<file path="src/rtl/imem_loader.sv">
// Instruction-memory program loader: streams words into imem from word 0 and
// holds the CPU in reset until the last write has committed.
module imem_loader #(
  parameter int unsigned DEPTH  = 1024,
  parameter int unsigned ADDR_W = 10
) (
  input  logic              clk,
  input  logic              rst,
  input  logic              start,
  input  logic              in_valid,
  input  logic [31:0]       in_data,
  input  logic              in_last,
  output logic              in_ready,
  output logic              imem_we,
  output logic [ADDR_W-1:0] imem_addr,
  output logic [31:0]       imem_wdata,
  output logic              cpu_rst,
  output logic              done,
  output logic              error,
  output logic [ADDR_W:0]   word_count
);

  localparam int unsigned CNT_W = ADDR_W + 1;
  localparam logic [CNT_W-1:0] LAST_IDX = CNT_W'(DEPTH - 1);

  typedef enum logic [2:0] {
    S_IDLE  = 3'd0,
    S_LOAD  = 3'd1,
    S_DRAIN = 3'd2,
    S_RUN   = 3'd3,
    S_ERR   = 3'd4
  } state_t;

  state_t            state_q, state_d;
  logic              in_ready_q, in_ready_d;
  logic              imem_we_q, imem_we_d;
  logic [ADDR_W-1:0] imem_addr_q, imem_addr_d;
  logic [31:0]       imem_wdata_q, imem_wdata_d;
  logic              cpu_rst_q, cpu_rst_d;
  logic              done_q, done_d;
  logic              error_q, error_d;
  logic [CNT_W-1:0]  word_count_q, word_count_d;
  logic              xfer_c;

  assign xfer_c = in_valid && in_ready_q;

  // Next-state and output computation
  always_comb begin
    state_d      = state_q;
    imem_we_d    = 1'b0;
    imem_addr_d  = imem_addr_q;
    imem_wdata_d = imem_wdata_q;
    word_count_d = word_count_q;

    case (state_q)
      S_IDLE: begin
        if (start) begin
          state_d      = S_LOAD;
          word_count_d = '0;
        end
      end
      S_LOAD: begin
        if (xfer_c) begin
          imem_we_d    = 1'b1;
          imem_addr_d  = word_count_q[ADDR_W-1:0];
          imem_wdata_d = in_data;
          word_count_d = word_count_q + CNT_W'(1);
          if (in_last) begin
            state_d = S_DRAIN;
          end else if (word_count_q == LAST_IDX) begin
            state_d = S_ERR;
          end
        end
      end
      S_DRAIN: begin
        state_d = S_RUN;
      end
      S_RUN, S_ERR: begin
        if (start) begin
          state_d      = S_LOAD;
          word_count_d = '0;
        end
      end
      default: begin
        state_d = S_IDLE;
      end
    endcase

    // ready/error follow the new state; cpu_rst/done lag one cycle so the CPU
    // is released only after the DRAIN-cycle write has been sampled.
    in_ready_d = (state_d == S_LOAD);
    error_d    = (state_d == S_ERR);
    cpu_rst_d  = (state_q != S_RUN);
    done_d     = (state_q == S_RUN);
  end

  always_ff @(posedge clk or posedge rst) begin
    if (rst) begin
      state_q      <= S_IDLE;
      in_ready_q   <= 1'b0;
      imem_we_q    <= 1'b0;
      imem_addr_q  <= '0;
      imem_wdata_q <= '0;
      cpu_rst_q    <= 1'b1;
      done_q       <= 1'b0;
      error_q      <= 1'b0;
      word_count_q <= '0;
    end else begin
      state_q      <= state_d;
      in_ready_q   <= in_ready_d;
      imem_we_q    <= imem_we_d;
      imem_addr_q  <= imem_addr_d;
      imem_wdata_q <= imem_wdata_d;
      cpu_rst_q    <= cpu_rst_d;
      done_q       <= done_d;
      error_q      <= error_d;
      word_count_q <= word_count_d;
    end
  end

  assign in_ready   = in_ready_q;
  assign imem_we    = imem_we_q;
  assign imem_addr  = imem_addr_q;
  assign imem_wdata = imem_wdata_q;
  assign cpu_rst    = cpu_rst_q;
  assign done       = done_q;
  assign error      = error_q;
  assign word_count = word_count_q;

endmodule

</file>
<file path="config.mk">
export PLATFORM = sky130hd
export DESIGN_NAME = imem_loader
export DESIGN_NICKNAME = d
export VERILOG_FILES = /design/src/rtl/imem_loader.sv
export SDC_FILE = /design/constraint.sdc
export NUM_CORES = 1
export LEC_CHECK = 0
export ABC_CLOCK_PERIOD_IN_PS = 2600
export CORE_MARGIN = 5
export CORE_UTILIZATION = 40
export CTS_CLUSTER_DIAMETER = 200
export CTS_CLUSTER_SIZE = 20
export DETAILED_ROUTE_END_ITERATION = 12
export GPL_TIMING_DRIVEN = 1
export PLACE_DENSITY = 0.71
export SYNTH_ARGS = -nofsm -noshare
export SYNTH_HDL_FRONTEND = slang
export SYNTH_SLANG_ARGS = --single-unit
</file>
<file path="constraint.sdc">
create_clock -name clk -period 2.6 [get_ports clk]
set_clock_uncertainty 0.1 [all_clocks]
set_input_delay 0.52 -clock clk [delete_from_list [all_inputs] [get_ports clk]]
set_output_delay 0.52 -clock clk [all_outputs]
set_load 0.02 [all_outputs]
</file>
Word-level counts from Yosys, hierarchy flattened. Index checks and enable logic that the tools add are counted. Widths: inputs -> output; s select.

Register bits after elaboration: 61. Bits in latches: 0. Memory bits (writable): 0. Bits in read-only memories: 0. Word-level logic and storage cells: 36. Memories: 0.

Add/subtract/negate cells: 1. Multipliers: 0. Divide/modulo/power cells: 0. Magnitude comparators: 0. Equality and inequality tests: 10. Shift-type cells: 0. Muxes and demuxes: 10. Bitwise logic cells: 0. Reduce and logical (&&, ||, !) cells: 6.

Operators with widths (number): $mux 11 (2); $pmux 11 s2 (1); $mux 3 (4); $add 11x1->11 const B (1); $eq 11x10->1 const B (1); $pmux 3 s3 (1); $eq 3x1->1 const B (2); $eq 3x2->1 const B (2); $eq 3x3->1 const B (2); $logic_not 3->1 (1); $ne 3x2->1 const B (1); $reduce_and 3->1 (1); $reduce_or 3->1 (1); $mux 1 (2); $ne 2x1->1 const B (1); $ne 2x2->1 const B (1); $reduce_and 2->1 (1); $reduce_bool 2->1 (1); $logic_and 1x1->1 (1).

Longest topological paths before layout. Gate-level depths: netlist of the first run.

Word-level depth: 6. Depth in mapped cells: 5. Mapped depth without buffers: 4.

Least setup slack after synthesis of the first run. No wires, ideal clock.

Path type: register to register. From: reg state_q[1]. To: reg imem_addr_q[8] (netlist: imem_addr[8]). Library setup time: 0.128 ns. Data arrival time: 1.602 ns. Data required time: 2.372 ns. Path slack: 0.771 ns. Cell stages (with the launch flop): 6. Buffers on the path: 2. Clock period less this slack: 1.829 ns. Cells stage by stage: dfrtp_1 -> or3b_1 -> buf_6 -> nor2_4 -> buf_4 -> mux2_1.

Longest elaborated chain between the ends: 2.

Ends and longest elaborated chain: from (decl) (RTL line 34) `state_t state_q, state_d;`; from (signal assigned) (RTL line 109) `state_q <= state_d;`; $eq 3x1->1 (RTL line 55) `case (state_q)`; $reduce_and 2->1 (no line); to (signal assigned) (RTL line 112) `imem_addr_q <= imem_addr_d;`; to (decl) (RTL line 37) `logic [ADDR_W-1:0] imem_addr_q, imem_addr_d;`.

No other way between the ends. A chain may end at the register's enable or synchronous reset.

Worst setup path in the final report of the first run.
From: reg state_q[1]. To: reg imem_wdata_q[2] (netlist: imem_wdata[2]).

Longest elaborated chain between the ends: 2.

Ends and longest elaborated chain: $eq 3x1->1 (RTL line 55); $reduce_and 2->1 (no line); to (signal assigned) (RTL line 113) `imem_wdata_q <= imem_wdata_d;`; to (decl) (RTL line 38) `logic [31:0] imem_wdata_q, imem_wdata_d;`.

No other way between the ends.

==> reports/results.ini, run 1 <==
[status]
status = complete, no violations

[yosys]
synthArstFlopShare = 1.00
syn_avg_cell_area_um2 = 13.8
yosys_warnings = 0
post_synth_num_cell_types = 34
yosys_register_bits = 61
synth_area_um2 = 2510
synth.net_count = 220
synth_edf_count = 0
synth_flop_cell = dfrtp_1
syn_inst = 182
synth_seq_area_share = 0.608

[clock_tree]
clock-root-buffer = clkbuf_8
clk-insertion-delay-late_ns = 0.32
cts_setup_buffers = 0
cts_tree = built
path_clk_slew_ns = 0.06
cts_made_buffers = 9
htree_levels = 3
cts-hold-fix-buffers = 0
clockBufferDepth = 2
post_cts_resized = 0
cts.sinks = 61

[sta]
setup_viol_count_final = 0
fmax_mhz = 468
tns_ns = 0
whs_ns = 0.383
slew_violations = 0
finalCriticalPeriod_ns = 2.14
hold_viol = 0
rsz0062_at_grt = false
timing.slew.headroom = 0.608
finalCritPeriodShare = 0.821
setup_slack_ns = 0.464
worstMarginPinSlew_ns = 0.589

[grt]
antenna_found_initial = 0
grt_pass1_vias = 1882
grt_max_degree = 62
grt_usage = 0.144
grt-ovfl-total = 0
grt_pass1_wl_um = 8660

[finish]
fin_nets = 323
fin_util = 0.628
drive_above_1_share = 0.0793
diodes = 0
synthToLayoutAreaGrowth_pct = 50.7

[place]
pre_cts_slack_ns = 0.387
dp_hpwl_um = 3760
globalplace.congestion = 0.764
io_buffers = 94

[critical_path]
startpoint_type = flop
r2r_slack_ns = 0.46
end_kind = flop
worstSetupStartpoint = state_q[1]$_DFF_PP0_
critical_path_class = flop to flop
r2r_cells = 4
cp.arrival_ns = 2.24
crit_end = imem_wdata[2]$_DFFE_PP0P_
r2r_end = imem_wdata[2]$_DFFE_PP0P_
crit_required_ns = 2.70
rr_startpoint = state_q[1]$_DFF_PP0_
cp_max_fo = 35

[die]
die_w_um = 89.3
rows = 28
coreArea_um2 = 6030
die_h_um = 89.3
die_area_um2 = 7970
start_util = 0.417
io_pins = 95

[detailed_routing]
drc = 0
dr.pass1.iters = 4
viasPerCell = 5.08
routedWlPerCell_um = 14.5
drt_iter0_drc = 73
vias = 1854
drt-total-wl_um = 5300
drtAntennaViolNets = 0

[job]
cap_violations = 0

[pwr]
powerDensity_nw_per_um2 = 1110
peakVddDrop_v = 0.000751
p_leak_nw = 1.61
total_power_mw = 4.20

[worst_hold_path]
hp-class = flop to flop

[worst min path at each step]
| stage | slack [ns] | cells after the start | end | start |
|---|---|---|---|---|
| 5_1_grt | 0.39 | 1 | imem_wdata[3]$_DFFE_PP0P_ | imem_wdata[3]$_DFFE_PP0P_ |
| 4_1_cts | 0.39 | 1 | imem_wdata[3]$_DFFE_PP0P_ | imem_wdata[3]$_DFFE_PP0P_ |
| 2_1_floorplan | 0.35 | 1 | state_q[1]$_DFF_PP0_ | state_q[2]$_DFF_PP0_ |
| 3_5_place_dp | 0.37 | 1 | imem_wdata[3]$_DFFE_PP0P_ | imem_wdata[3]$_DFFE_PP0P_ |
| 6_report | 0.38 | 1 | imem_wdata[3]$_DFFE_PP0P_ | imem_wdata[3]$_DFFE_PP0P_ |
| 3_3_place_gp | 0.37 | 1 | imem_wdata[11]$_DFFE_PP0P_ | imem_wdata[11]$_DFFE_PP0P_ |
[worst max-delay path: stages, from the launching register on]
cell     delay, ns
dfrtp_1       0.43
or3b_1        0.66
nor2_4        0.22
buf_12        0.23
mux2_1        0.35
[final cells by class]
class	instances	area, um2
clock buffers	12	155
clock inverters	4	70.1
fillers	493	2240
inverters	5	18.8
multi-input cells	109	917
flip-flops and latches	61	1530
well taps	75	93.8
repair buffers	99	1000
[flip-flops by register name, indices dropped and copies added (netlist names)]
register    count
imem_wdata     32
word_count     11
imem_addr      10
state_q         3
cpu_rst         1
done            1
error           1
imem_we         1
in_ready        1
[Yosys cell counts (4+ instances only)]
cell | n | area share
nor4_1 | 5 | 0.012
a21oi_1 | 4 | 0.0080
mux2i_1 | 5 | 0.020
nand3_1 | 8 | 0.016
dfrtp_1 | 60 | 0.60
inv_1 | 5 | 0.0075
nand2_1 | 4 | 0.0060
mux2_1 | 42 | 0.19
buf_4 | 4 | 0.012
nand3b_1 | 4 | 0.012
[logic make-up after synthesis]
logic type | share of synthesized area
adders and majority gates | 0.00498
buffers and inverters | 0.0269
muxes | 0.208
AOI/OAI and AO/OA | 0.0473
DFF | 0.608
and+or+nand+nor | 0.105
[cells in the final DEF, fill, tap and decap left out, types with 2 or more instances in the layout]
cell type and n:
o21ai_1 3, nor3_1 2, or4_1 3, bufinv_16 2, nand3_1 8, clkbuf_8 11
buf_4 3, nor2_1 3, nand2b_1 3, mux2_1 42, nor4_1 5, buf_12 2
or3b_1 2, a21o_1 2, o21bai_1 2, o31ai_1 3, clkdlybuf4s50_1 94, nand3b_1 4
mux2i_1 5, a21oi_1 4, inv_1 4, nand2_1 4, dfrtp_1 60, clkinv_2 2
nand4_1 3
[metrics by stage]
stage / cell area [um2] / cells
2_1_floorplan: 2510 / 182
3_3_place_gp: 3560 / 349
3_5_place_dp: 3560 / 349
4_1_cts: 3790 / 365
5_1_grt: 3790 / 365
6_report: 3790 / 365
[where the power goes]
group          internal (mW)  switching (mW)
clock network          0.589           0.342
logic                  0.898           0.888
registers               1.29           0.187
[metal layers]
metal | track usage | part of all wire
met1 | 0.182 | 0.43
met2 | 0.223 | 0.45
met3 | 0.0535 | 0.10
met4 | 0.0609 | 0.013
met5 | 0 | 0
(Power assumes the default switching activity.)
==> run 2: changes to the inputs <==
--- a/config.mk
+++ b/config.mk
@@ -5,7 +5,7 @@
 export SDC_FILE = /design/constraint.sdc
 export NUM_CORES = 1
 export LEC_CHECK = 0
-export ABC_CLOCK_PERIOD_IN_PS = 2600
+export ABC_CLOCK_PERIOD_IN_PS = 2100
 export CORE_MARGIN = 5
 export CORE_UTILIZATION = 40
 export CTS_CLUSTER_DIAMETER = 200
==> constraint.sdc (replaced) <==
create_clock -name clk -period 2.1 [get_ports clk]
set_clock_uncertainty 0.1 [all_clocks]
set_input_delay 0.42 -clock clk [delete_from_list [all_inputs] [get_ports clk]]
set_output_delay 0.42 -clock clk [all_outputs]
set_load 0.02 [all_outputs]
==> run 2 against run 1 <==
Sequential cell count stayed put. Combinational power is 29% higher. Power is 22% higher. Setup slack worse by 0.35 ns. Register-to-register slack worse by 0.34 ns. Clock power is 7% higher. First-iteration DRC count is 51% lower. Worst hold slack worse by 0.028 ns. Via count is 0.43% lower. Sequential share of layout area is 0.37 points lower. Cell area is 0.93% higher. Critical path type is now flop to primary output. Largest power group unchanged. Highest routed layer unchanged.
==> reports/results.ini, run 2 (synthesis gave the netlist of run 1 again) <==
[sta]
finalCriticalPeriod_ns = 1.99
finalCritPeriodShare = 0.946
slew_violations = 0  ; unchanged
timing.slew.headroom = 0.740  ; +0.133
hold_viol = 0  ; unchanged
tns_ns = 0  ; unchanged
rsz0062_at_grt = false
worstMarginPinSlew_ns = 0.384  ; -0.204 ns
fmax_mhz = 503
setup_viol_count_final = 0  ; unchanged

[die]
die_w_um = 89.3  ; unchanged
die_h_um = 89.3  ; unchanged
start_util = 0.417  ; unchanged
coreArea_um2 = 6030  ; unchanged
io_pins = 95  ; unchanged
die_area_um2 = 7970  ; unchanged
rows = 28  ; unchanged

[critical_path]
crit_required_ns = 1.58  ; -1.12 ns
critical_path_class = flop to primary output
path_buf_inv = 1  ; unchanged
max_stage_delay_ns = 0.68  ; +0.02 ns
startpoint_type = flop
end_kind = primary output
slowest_stage = clkdlybuf4s50_1
crit_path_cell_trace = clkdlybuf4s50_1
cp_max_fo = 8  ; -77%
crit_family = buffers and inverters
cp.arrival_ns = 1.47  ; -0.77 ns

[grt]
grt_pass1_vias = 1953  ; +3.8%
grt_pass1_wl_um = 9150  ; +5.7%
grt_max_degree = 47  ; -24%
grt-ovfl-total = 0  ; unchanged
antenna_found_initial = 0  ; unchanged
grt_usage = 0.153  ; +0.00911

[clock_tree]
cts_made_buffers = 9  ; unchanged
htree_levels = 3  ; unchanged
clk-insertion-delay-late_ns = 0.33  ; about the same
cts_setup_buffers = 0  ; unchanged
cts-hold-fix-buffers = 0  ; unchanged
clock-root-buffer = clkbuf_8
clockBufferDepth = 2  ; unchanged
cts_tree = built
post_cts_resized = 0  ; unchanged
path_clk_slew_ns = 0.07  ; about the same
cts.sinks = 61  ; unchanged

[detailed_routing]
viasPerCell = 4.94  ; -2.8%
vias = 1846  ; -0.43%
drc = 0  ; unchanged
drt-total-wl_um = 5550  ; +4.8%
dr.pass1.iters = 4  ; unchanged
routedWlPerCell_um = 14.8  ; +2.2%
drtAntennaViolNets = 0  ; unchanged
drt_iter0_drc = 36  ; -51%

[finish]
largest_reg_flops = 32  ; unchanged
fin_nets = 332  ; +2.8%
drive_above_1_share = 0.104  ; +0.0244
synthToLayoutAreaGrowth_pct = 52.1
instances_no_fill = 374  ; +2.5%
mostFrequentLayoutCells = clkdlybuf4s50_1, dfrtp_1, mux2_1, buf_4, clkbuf_8
layout_commonest_cell = clkdlybuf4s50_1
diodes = 0  ; unchanged

[place]
io_buffers = 94  ; unchanged
place_inst = 358  ; +2.6%
dp_hpwl_um = 4080  ; +8.6%
globalplace.congestion = 0.783  ; +2.4%

[status]
status = complete, no violations

[pwr]
p_leak_nw = 1.63  ; +1.4%
peakVddDrop_v = 0.000779  ; +3.7%
powerDensity_nw_per_um2 = 1340  ; +21%
total_power_mw = 5.13  ; +22%

[job]
cap_violations = 0  ; unchanged

[worst_hold_path]
hp-class = input port to asynchronous set/reset pin

## run 2: area by class of cell
type	count	area (um2)
Tap cell	75	93.8
Inverter	5	18.8
Clock inverter	4	47.5
Sequential cell	61	1530
Multi-Input combinational cell	109	917
Fill cell	487	2200
Clock buffer	12	145
Timing Repair Buffer	108	1070
## run 2: path summary, 6_finish.rpt
| kind | endpoint | depth (start not counted) | slack (ns) | start |
|---|---|---|---|---|
| setup / recovery | word_count[6] | 1 | 0.11 | word_count[6]$_DFFE_PP0P_ |
| hold / removal | imem_wdata[7]$_DFFE_PP0P_ | 3 | 0.36 | rst |
| setup reg to reg | word_count[5]$_DFFE_PP0P_ | 4 | 0.12 | state_q[0]$_DFF_PP0_ |
| hold reg to reg | imem_addr[6]$_DFFE_PP0P_ | 1 | 0.38 | imem_addr[6]$_DFFE_PP0P_ |
| max in group asynchronous | cpu_rst$_DFF_PP1_ | 3 | 1.26 | rst |
| min in group clk | imem_addr[6]$_DFFE_PP0P_ | 1 | 0.38 | imem_addr[6]$_DFFE_PP0P_ |
## run 2: stage by stage
| stage | hold WS [ns] | setup slack, ns | utilization | cell area [um2] |
|---|---|---|---|---|
| after floorplan | 0.349 | 0.0686 | - | 2510 |
| after global routing | 0.385 | 0.00121 | 0.634 | 3820 |
| final | 0.355 | 0.113 | 0.634 | 3820 |
| after global placement | 0.367 | 0.0768 | 0.602 | 3630 |
| after detailed placement | 0.374 | 0.0388 | 0.602 | 3630 |
| after CTS | 0.339 | 0.0847 | 0.634 | 3820 |
## run 2: power breakdown
part | internal [mW] | switching, mW
registers | 1.60 | 0.223
logic | 1.17 | 1.14
clock network | 0.577 | 0.426
## run 2: routing by layer
layer,up-vias,GRT usage,routed length [um]
met1,888,0.189,2390
met4,0,0.0650,87
met3,6,0.0691,604
met2,64,0.234,2470
li1,888,-,-
met5,-,0,0
